==> config.mk <==
export PLATFORM = sky130hd
export DESIGN_NAME = fetch_unit
export DESIGN_NICKNAME = d
export VERILOG_FILES = /design/src/rtl/fetch_unit.sv
export SDC_FILE = /design/constraint.sdc
export NUM_CORES = 1
export LEC_CHECK = 0
export CORE_MARGIN = 2
export CORE_UTILIZATION = 50
export CTS_BUF_LIST = sky130_fd_sc_hd__clkbuf_16
export CTS_CLUSTER_DIAMETER = 100
export CTS_CLUSTER_SIZE = 14
export DETAILED_ROUTE_END_ITERATION = 7
export GPL_TIMING_DRIVEN = 0
export PLACE_DENSITY = 0.87
export SLEW_MARGIN = 30
export SYNTH_ARGS = -nofsm -noshare
export SYNTH_HDL_FRONTEND = slang
export SYNTH_SLANG_ARGS = --single-unit
==> constraint.sdc <==
create_clock -name clk -period 6.8 [get_ports clk]
set_input_delay 1.02 -clock clk [delete_from_list [all_inputs] [get_ports clk]]
set_output_delay 1.02 -clock clk [all_outputs]
set_load 0.05 [all_outputs]
==> src/rtl/fetch_unit.sv <==
// Instruction-fetch stage: owns the PC, drives instruction memory and hands decode {pc, instr}.
// Optional MISALIGN_TRAP_EN: misaligned redirects halt the unit instead of being truncated.
module fetch_unit #(
    parameter int              XLEN     = 32,
    parameter logic [XLEN-1:0] RESET_PC = '0
) (
    input  logic            clk,
    input  logic            reset,
    input  logic            fetch_en,
    input  logic            halt_req,
    input  logic            redirect_valid,
    input  logic [XLEN-1:0] redirect_pc,
    output logic [XLEN-1:0] imem_addr,
    input  logic [XLEN-1:0] imem_data,
    output logic            if_valid,
    output logic [XLEN-1:0] if_pc,
    output logic [XLEN-1:0] if_instr,
    input  logic            id_ready,
    output logic            halted,
    output logic [31:0]     fetch_count,
    output logic            misaligned
);

    localparam logic [1:0] S_BOOT = 2'd0;
    localparam logic [1:0] S_RUN  = 2'd1;
    localparam logic [1:0] S_HALT = 2'd2;

    logic [1:0]      r_state;
    logic [XLEN-1:0] r_pc;
    logic [XLEN-1:0] r_req_pc;
    logic            r_req_valid;
    logic [31:0]     r_count;

    logic [XLEN-1:0] w_tgt;
    logic            w_active;
    logic            w_run;
    logic            w_misal;
    logic            w_take;
    logic            w_stall;
    logic            w_replay;

    assign w_tgt    = redirect_pc & ~{{(XLEN-2){1'b0}}, 2'b11};
    assign w_active = (r_state != S_BOOT);
    assign w_run    = (r_state == S_RUN);

`ifdef MISALIGN_TRAP_EN
    assign w_misal = redirect_valid & w_active & (redirect_pc[1:0] != 2'b00);
`else
    assign w_misal = 1'b0;
`endif

    assign w_take   = redirect_valid & w_active & ~w_misal;
    assign w_stall  = r_req_valid & ~id_ready;
    assign w_replay = w_run & ~redirect_valid & ~halt_req & w_stall;

    // Stalled requests re-present their own address so the memory keeps its data.
    always_comb begin
        imem_addr = r_pc;
        if (!w_active)
            imem_addr = RESET_PC;
        else if (w_take)
            imem_addr = w_tgt;
        else if (w_replay)
            imem_addr = r_req_pc;
    end

    assign if_valid    = r_req_valid & w_run & ~redirect_valid;
    assign if_pc       = r_req_pc;
    assign if_instr    = imem_data;
    assign halted      = (r_state == S_HALT);
    assign fetch_count = r_count;
    assign misaligned  = w_misal;

    always_ff @(posedge clk or negedge reset) begin
        if (!reset) begin
            r_state     <= S_BOOT;
            r_pc        <= RESET_PC;
            r_req_pc    <= '0;
            r_req_valid <= 1'b0;
            r_count     <= 32'd0;
        end else begin
            if (if_valid & id_ready)
                r_count <= r_count + 32'd1;
            if (!w_active) begin
                r_state <= S_RUN;
            end else if (w_misal) begin
                r_state     <= S_HALT;
                r_req_valid <= 1'b0;
            end else if (w_take) begin
                r_state     <= S_RUN;
                r_req_pc    <= w_tgt;
                r_req_valid <= 1'b1;
                r_pc        <= w_tgt + XLEN'(4);
            end else if (w_run) begin
                if (halt_req) begin
                    r_state     <= S_HALT;
                    r_req_valid <= 1'b0;
                end else if (w_stall) begin
                    r_req_valid <= 1'b1;
                end else if (fetch_en) begin
                    r_req_pc    <= r_pc;
                    r_req_valid <= 1'b1;
                    r_pc        <= r_pc + XLEN'(4);
                end else begin
                    r_req_valid <= 1'b0;
                end
            end
        end
    end

endmodule

## Yosys cells after proc, flatten, opt, wreduce, memory -nomap -nowiden

Index checks and enable logic that the tools add are counted.

- $add $sub $neg: 3
- Equality and inequality tests: 6
- Multiplexer cells: 22
- Bitwise logic cells: 11
- Reduce and logical (&&, ||, !) cells: 6

Operators by type and width:

| operator | number |
|---|---|
| 2-to-1 mux 32 bit | 13 |
| adder 32 x 3 -> 32 bit, second input constant | 2 |
| adder 32 x 1 -> 32 bit, second input constant | 1 |
| bitwise AND 1 bit | 8 |
| 2-to-1 mux 2 bit | 4 |
| nonzero test 2 bit | 3 |
| 2-to-1 mux 1 bit | 5 |
| AND reduction 5 bit | 1 |
| AND reduction 2 bit | 2 |
| inequality test 3 x 1 -> 1 bit, second input constant | 1 |
| inequality test 3 x 2 -> 1 bit, second input constant | 1 |
| inverter 1 bit | 3 |
| equality test 2 x 1 -> 1 bit, second input constant | 1 |
| equality test 2 bit, second input constant | 1 |
| inequality test 2 x 1 -> 1 bit, second input constant | 1 |
| inequality test 2 bit, second input constant | 1 |

- Register bits after elaboration: 99
- Input bits: 70
- Output and inout bits: 131
- Logic and storage cells: 53

## Longest topological paths before layout

Gate-level depths: netlist of run 1.

- Depth in word-level cells: 7
- Mapped depth: 14
- Depth with buffers taken out: 10

## Worst setup path before layout of run 1

OpenSTA, ideal clock, no wires.

- Path kind: in2out
- From: in redirect_valid
- To: out imem_addr[28]
- Data arrival time: 3.835 ns
- Data required time: 5.780 ns
- Path slack: 1.945 ns
- Stages on the path: 7
- Buffers on the path: 3
- Path through: buf_6 nor4bb_1 clkbuf_1 nand2_1 clkbuf_1 mux2i_1 a211oi_1

- Longest elaborated chain between the ends: 7
- Elaborated cells on any way between the ends: 8
- Classes of those cells: 3 x mux; 5 x bitwise

Ends and longest elaborated chain:

| what | line | source |
|---|---|---|
| from (decl) | 11 | `input logic redirect_valid,` |
| inverter 1 bit | 54 | `assign w_replay = w_run & ~redirect_valid & ~halt_req & w_stall;` |
| bitwise AND 1 bit (3 in a row) | 54 |  |
| 2-to-1 mux 32 bit | 63 | `else if (w_replay)` |
| 2-to-1 mux 32 bit (*) | 61 | `else if (w_take)` |
| 2-to-1 mux 32 bit (*) | 59 | `if (!w_active)` |
| to (decl) | 13 | `output logic [XLEN-1:0] imem_addr,` |

Every way passes the cells marked *; elsewhere a longest branch is shown, timed or not.

## Worst setup path after layout of run 1

- From: in redirect_valid
- To: reg r_pc[26]

- Longest elaborated chain between the ends: 3
- Elaborated cells on any way between the ends: 7
- Classes of those cells: 2 x eq/ne; 1 x mux; 1 x bitwise; 3 x reduce/logical

Ends and longest elaborated chain:

| what | line | source |
|---|---|---|
| bitwise AND 1 bit (*) | 52 | `assign w_take = redirect_valid & w_active & ~w_misal;` |
| inequality test 2 bit (no source line), or another cell as far along | - |  |
| AND reduction 5 bit (no source line) | - |  |
| to (signal assigned) | 93 | `r_pc <= w_tgt + XLEN'(4);` |
| to (signal assigned) | 103 | `r_pc <= r_pc + XLEN'(4);` |
| to (decl) | 29 | `logic [XLEN-1:0] r_pc;` |

Marks and branches as above.
A chain may end at the register's enable or synchronous reset.

==> results.md, run 1 <==
- Outcome: finished with violations
- Failing checks: design-rule violations
- Critical-path top delay cell: o31ai_1
- Crit path launch type: primary input
- Via count: 5845
- Mapped Area: about 0.0060 mm^2
- Num CTS Buffers: 9
- RePlAce Congestion: between 0.9 and 1
- IO Port Bufs: 160
- CTS tree: built
- Hold Vio Cnt, Final: 0
- Post-synth top area share: 0.399
- Max Fclk: between 150 and 200 MHz
- Yosys reg bits: 95
- Power Dens Cells: 258 mW/mm^2
- Hpwl dp: between 10000 and 15000 um
- DR pass1 iterations: 7
- Peak supply drop: between 0.00015 and 0.0002 V
- R2R depth: 14
- Worst skew pair latency: 0.35 ns
- Synth Area in XOR/XNOR: 0.0881
- Clock sinks: 95
- Antenna violations before repair: 0
- Gr usage total: 0.279
- # DRC: 15
- CP Capture Type: register
- Die width: roughly 110 um
- Max-slew headroom: 0.315
- R2R setup slack: 1.86 ns
- Cell family with most CP delay: buffers and inverters
- Critical path type: in -> reg
- Die area: approximately 0.013 mm^2
- Die Span Y: 113 um
- Fin. max-slew vios: 0
- Postcts setup bufs: 0
- WL met1: about 7300 um
- Register area share after synthesis: 0.399
- Ys Warns: 0
- RSZ-0062 raised after global routing: false
- Most frequent cells in the layout: clkdlybuf4s50_1, nor2_1, dfrtp_1
- Hold buffer count at CTS: 0
- Pin count of the biggest net entering global routing: between 50 and 60
- Hold Path End: fetch_count[31]
- Post-synthesis compound-gate area fraction: 0.103
- Area contributors post-synth: dfrtp_1, mux2i_1, xnor2_1
- Clock transition at the registers of the reported paths: 0.07 ns
- Simple-gate share of the synthesized area: 0.225
- # Max-Cap Violations: 0
- Least-Margin Pin Slew: between 1 and 1.5 ns
- Gr ovfl total: 0
- Crit path arrival time: between 5 and 6 ns
- Mapped Avg Cell Area: a little under 9 um^2
- Placed inst area: roughly 0.0078 mm^2
- Max stage delay on crit path: about 0.60 ns
- Distinct cells, synth: 52
- Met3 wire len: between 1500 and 2000 um
- Area leader, netlist: dfrtp_1
- Final min period: a little over 5 ns
- Via/cell ratio: a little under 6
- # setup viols final: 0
- Worst hold stages: 1
- Final period utilization: 0.743
- Critical path data required time: 7.02 ns
- Wirelength per Cell: approximately 18 um
- Largest family of logic cells by synthesized area: simple AND/OR/NAND/NOR gates
- Worst Skew: 0.00878 ns
- Met2 WL: around 8500 um
- Vias in the first global route: 5515
- Fin cells: 1000
- Ys flop type: dfrtp_1
- Initial cell density of the core: 0.518
- Leak: about 3.5 nW
- Final #Nets: 924
- Final hold slack: about 0.47 ns
- Layout cells sized above 1: 0.0828
- Clock Path Buffers: 2
- Root Buffer: clkbuf_16
- Ports: between 200 and 250
- Setup TNS: 0 ns
- Max Used Layer: met4
- Core area: about 0.012 mm^2
- Proportion of synthesized area in mux cells: 0.106
- Fin area: 0.00808 mm^2
- Routed Antenna Nets: 0
- Post-synth EDFFs: 0
- Buffer and inverter count on the worst path: 4
- Async SR Flop Fraction: 1.00
- Initial DRC Count: roughly 650
- Gate Count Post-Synth: about 680
- Diodes inserted: 0
- Critical Path, Cell by Cell: buf_6, o21ai_2, buf_1, clkbuf_1, clkbuf_1, nand2_1, nand2_1, ha_1, nand4b_1, o31ai_1, nand4_1, nor2_1, nand3_1, xor2_1
- Wire length of the first global-routing pass: ~28000 um
- FF-to-FF Start: r_state[1]
- RR Endpoint: r_pc[26]
- FP Rows: 39
- Fill cells: 857
- Placed cells: around 980
- Post-Synth Adder-Cell Area: 0.00420
- Crit-path max FO: 10
- Hold_sp: fetch_count[31]
- H-tree depth: 3
- HP Class: reg -> reg
- Synthesis-to-finish area growth: 35.4%
- Final WL: around 18000 um
- Leading cell type in the layout, fill and taps excluded: clkdlybuf4s50_1
- CTS resizes: 0
[layer usage]
metal | global-route usage | vias to the layer above
li1 | - | 2687
met4 | 0.130 | 0
met5 | 0 | -
met3 | 0.0471 | 47
met1 | 0.366 | 2750
met2 | 0.455 | 361
[through the flow]
stage | utilization | setup WS [ns] | power [W]
2_1_floorplan | - | 1.94 | 0.00128
3_3_place_gp | 0.674 | 1.16 | 0.00157
3_5_place_dp | 0.676 | 1.55 | 0.00158
4_1_cts | 0.701 | 1.87 | 0.00209
5_1_grt | 0.701 | 1.54 | 0.00217
6_report | 0.701 | 1.75 | 0.00209
[Yosys cell counts, types with 2 or more instances]
cell,n
mux2i_1,57
nor4b_1,4
nand4_1,21
dfrtp_1,95
or2_2,3
clkbuf_1,25
nor3b_1,2
a211oi_1,10
o21a_1,7
nand3_1,34
buf_1,7
xnor2_1,46
or4_1,2
and3_1,10
o22ai_1,2
a31oi_1,10
xor2_1,14
buf_4,39
o21ai_0,24
a21oi_1,31
and4_1,7
ha_1,2
nor2b_1,4
a21o_1,6
mux2_2,3
nor4bb_1,2
nor2_1,98
inv_1,4
nor3_1,7
nor4_1,5
nand2_1,74
[power by group]
part,internal [W],switching [W]
registers,0.000646,0.0000955
logic,0.000293,0.000547
clock network,0.000283,0.000222
total,0.00122,0.000864
[sequential cells by signal (all words and copies together) (netlist names)]
register     cells
fetch_count     32
if_pc           30
r_pc            30
r_req_valid      1
r_state          2
[worst max-delay path by stage]
| stage | startpoint | endpoint | cells past startpoint |
|---|---|---|---|
| 6_report | redirect_valid | r_pc[26] | 14 |
| 5_1_grt | redirect_valid | r_pc[26] | 14 |
| 2_1_floorplan | redirect_valid | imem_addr[28] | 7 |
| 3_5_place_dp | redirect_valid | r_pc[24] | 14 |
| 4_1_cts | id_ready | imem_addr[19] | 9 |
| 3_3_place_gp | reset | r_pc[12] | 1 |
[layout make-up]
class	instances	area, um^2	share of cell area
Multi-Input combinational cell	508	3160	0.391
Tap cell	143	179	0.0222
Clock buffer	9	225	0.0279
Clock inverter	7	63.8	0.00790
Inverter	4	15.0	0.00186
Sequential cell	95	2380	0.294
Buffer	73	429	0.0531
Timing Repair Buffer	161	1630	0.202
[cell families (layout without fill, tap and decap cells)]
logic type | count (synthesis) | after routing
buffers and inverters | 77 | 254
muxes | 62 | 62
AOI/OAI and AO/OA | 100 | 100
adders and majority gates | 2 | 2
DFF | 95 | 95
xor gates and xnor gates | 60 | 60
other | 1 | 5
and+or+nand+nor | 279 | 279
Power figures use the tool's default switching activity.
==> run 2, diff against run 1 <==
--- a/config.mk
+++ b/config.mk
@@ -6,13 +6,13 @@
 export NUM_CORES = 1
 export LEC_CHECK = 0
 export CORE_MARGIN = 2
-export CORE_UTILIZATION = 50
+export CORE_UTILIZATION = 42
 export CTS_BUF_LIST = sky130_fd_sc_hd__clkbuf_16
 export CTS_CLUSTER_DIAMETER = 100
 export CTS_CLUSTER_SIZE = 14
 export DETAILED_ROUTE_END_ITERATION = 7
 export GPL_TIMING_DRIVEN = 0
-export PLACE_DENSITY = 0.87
+export PLACE_DENSITY = 0.78
 export SLEW_MARGIN = 30
 export SYNTH_ARGS = -nofsm -noshare
 export SYNTH_HDL_FRONTEND = slang
==> constraint.sdc (replaced) <==
create_clock -name clk -period 4.6 [get_ports clk]
set_input_delay 0.69 -clock clk [delete_from_list [all_inputs] [get_ports clk]]
set_output_delay 0.69 -clock clk [all_outputs]
set_load 0.05 [all_outputs]
==> run 2 against run 1 <==
Clock-buffer cell count unchanged. Register-to-register slack got worse by 1.5 ns. Utilization decreased by 11 points. Largest cell class unchanged. Via count decreased by 1.1%. The run now ends clean. Clock skew decreased by 0.00091 ns. Largest power group unchanged. Sequential cell count unchanged. Global-route usage decreased by 3.7 points. Highest routed layer unchanged. Hold slack got worse by 0.27 ns.
==> results.md, run 2 (synthesis gave the netlist of run 1 again) <==
- Outcome: complete, no violations
- Pin count of the biggest net entering global routing: 68 (+28%)
- Num CTS Buffers: 9 (unchanged)
- Gr ovfl total: 0 (unchanged)
- Switching share of power: 0.404 (-0.0101)
- Internal: 0.00186 W (+52%)
- IO Port Bufs: 160 (unchanged)
- Power Dens Cells: 382 mW/mm^2 (+48%)
- Critical-path top delay cell: clkdlybuf4s50_1
- Wirelength per Cell: 17.6 um (-3.1%)
- Antenna violations before repair: 0 (unchanged)
- DR pass1 iterations: 5 (-2)
- FF-to-FF Start: r_state[1]
- RR Endpoint: r_pc[30]
- CTS tree: built
- RePlAce Congestion: 0.905 (-5.9%)
- Critical path type: in -> out
- Least-Margin Pin Slew: 1.00 ns (-0.0246 ns)
- Fill cells: 1243 (+45%)
- Max reg flops: 32 (unchanged)
- Via/cell ratio: 5.58 (-4.6%)
- Hold buffer count at CTS: 0 (unchanged)
- Final core utilization: 0.587 (-0.114)
- Max-slew headroom: 0.332 (+0.0164)
- Die Span Y: 123 um (+8.8%)
- # setup viols final: 0 (unchanged)
- CP Capture Type: output port
- Worst Skew: 0.00787 ns (-0.000910 ns)
- Die width: 123 um (+8.8%)
- Placed cells: 1021 (+3.8%)
- Psw: 0.00126 W (+46%)
- Peak supply drop: 0.000215 V (+30%)
- Initial DRC Count: 415 (-36%)
- Layout cells sized above 1: 0.0864 (+0.00360)
- Final period utilization: 0.925
- Crit path arrival time: 3.56 ns (-1.71 ns)
- Via count: 5778 (-1.1%)
- Worst skew pair latency: 0.35 ns (about the same)
- Root Buffer: clkbuf_16
- Critical path data required time: 3.91 ns (-3.11 ns)
- Max stage delay on crit path: 0.83 ns (+0.23 ns)
- Final min period: between 4 and 5 ns
- Initial cell density of the core: 0.430 (-0.0882)
- Final #Nets: 924 (unchanged)
- Vias in the first global route: 5430 (-1.5%)
- Logic pwr share: 0.397 (-0.006)
- Leading cell type in the layout, fill and taps excluded: clkdlybuf4s50_1
- Max Fclk: roughly 240 MHz
- Setup TNS: 0 ns (unchanged)
- Fin cells: 1036 (+3.6%)
- Final hold slack: 0.201 ns (-0.269 ns)
- Sequential power share: 0.352 (-0.003)
- Leak: 3.55 nW (+0.49%)
- Fin. max-slew vios: 0 (unchanged)
- Hpwl dp: 13300 um (+0.62%)
- # Max-Cap Violations: 0 (unchanged)
- Synthesis-to-finish area growth: 36.6%
- Wire length of the first global-routing pass: 28400 um (about the same)
- Gr usage total: 0.242 (-0.0371)
- Final WL: 18200 um (+0.37%)
- Routed Antenna Nets: 0 (unchanged)
- Clock Path Buffers: 2 (unchanged)
- Hold Vio Cnt, Final: 0 (unchanged)
- Crit path launch type: primary input
- R2R depth: 13 (-1)
- Core area: 0.0139 mm^2 (+21%)
- Diodes inserted: 0 (unchanged)
- Clock transition at the registers of the reported paths: 0.06 ns (about the same)
- HP Class: in -> async
- R2R setup slack: 0.40 ns (-1.46 ns)
- Clock share of power: 0.251 (+0.009)
- Most frequent cells in the layout: clkdlybuf4s50_1, nor2_1, dfrtp_1
- H-tree depth: 3 (unchanged)
- Postcts setup bufs: 0 (unchanged)
- Crit-path max FO: 10 (unchanged)
- # DRC: 0 (-15)
- Most used cell, CP: nor2_1
- Die area: 0.0152 mm^2 (+18%)
- Clock sinks: 95 (unchanged)
- FP Rows: 43 (+10%)
- Critical Path, Cell by Cell: clkdlybuf4s50_1, nor2_1, nand2_1, clkbuf_1, mux2i_1, nor2_1, a21oi_1, nor2_1, clkdlybuf4s50_1
- Ports: 201 (unchanged)
- RSZ-0062 raised after global routing: false
## run 2: changes by cell type in the layout (fill, tap and decap cells not counted), sizes merged
cell      previous run  this run
buf                 50        48
bufinv               1         2
clkbuf              34        36
clkinv               3         4
clkinvlp             1         0
inv                  6         4
## run 2: critical path, delay by kind of cell
family                 cells  cell delay (ns)
multiplexers               1             0.16
buffers and inverters      3             2.20
AO/OA/AOI/OAI              1             0.05
AND/OR/NAND/NOR            4             0.45
## run 2: through the flow
stage	total power (W)	setup WS, ns	area (um^2)
final	0.00311	0.345	8150
after detailed placement	0.00234	-0.190	7830
after CTS	0.00313	0.106	8140
after global placement	0.00232	-0.788	7800
after floorplan	0.00190	0.405	5980
after global routing	0.00325	0.0946	8150
## run 2: what timing repair did
| item | in CTS | in global routing |
|---|---|---|
| gates resized for setup | 1 | 5 |
| setup endpoints to repair | 3 | 8 |
| pin swaps | 0 | 0 |
## run 2: worst max path at each step
stage | depth (start not counted) | end | startpoint
after floorplan | 7 | imem_addr[28] | redirect_valid
after global placement | 1 | r_pc[12] | reset
after detailed placement | 14 | r_pc[24] | redirect_valid
after CTS | 14 | r_pc[24] | r_state[0]
after global routing | 9 | imem_addr[19] | id_ready
final | 9 | imem_addr[19] | id_ready
## run 2: power groups by stage
stage / clock (W) / sequential (W) / combinational [W]
2_1_floorplan: 0 / 0.00133 / 0.000564
3_3_place_gp: 0 / 0.00110 / 0.00122
3_5_place_dp: 0 / 0.00111 / 0.00123
4_1_cts: 0.000797 / 0.00109 / 0.00124
5_1_grt: 0.000829 / 0.00111 / 0.00131
6_report: 0.000781 / 0.00110 / 0.00124
## run 2: routing by layer
layer  part of all wire  vias up  wire length [um]  track usage
li1                   -     2669                 -            -
met1               0.42     2777              7610        0.321
met2               0.46      292              8430        0.384
met3              0.084       40              1520       0.0420
met4              0.035        0               630        0.118
met5                  0        -                 0            0
## run 2: layout make-up
cell class | count | area, um^2 | share of cell area
Multi-Input combinational cell | 508 | 3160 | 0.388
Sequential cell | 95 | 2380 | 0.292
Timing Repair Buffer | 161 | 1630 | 0.200
Buffer | 73 | 434 | 0.0533
Clock buffer | 9 | 225 | 0.0276
Tap cell | 180 | 225 | 0.0276
Clock inverter | 6 | 76.3 | 0.00937
Inverter | 4 | 15.0 | 0.00184
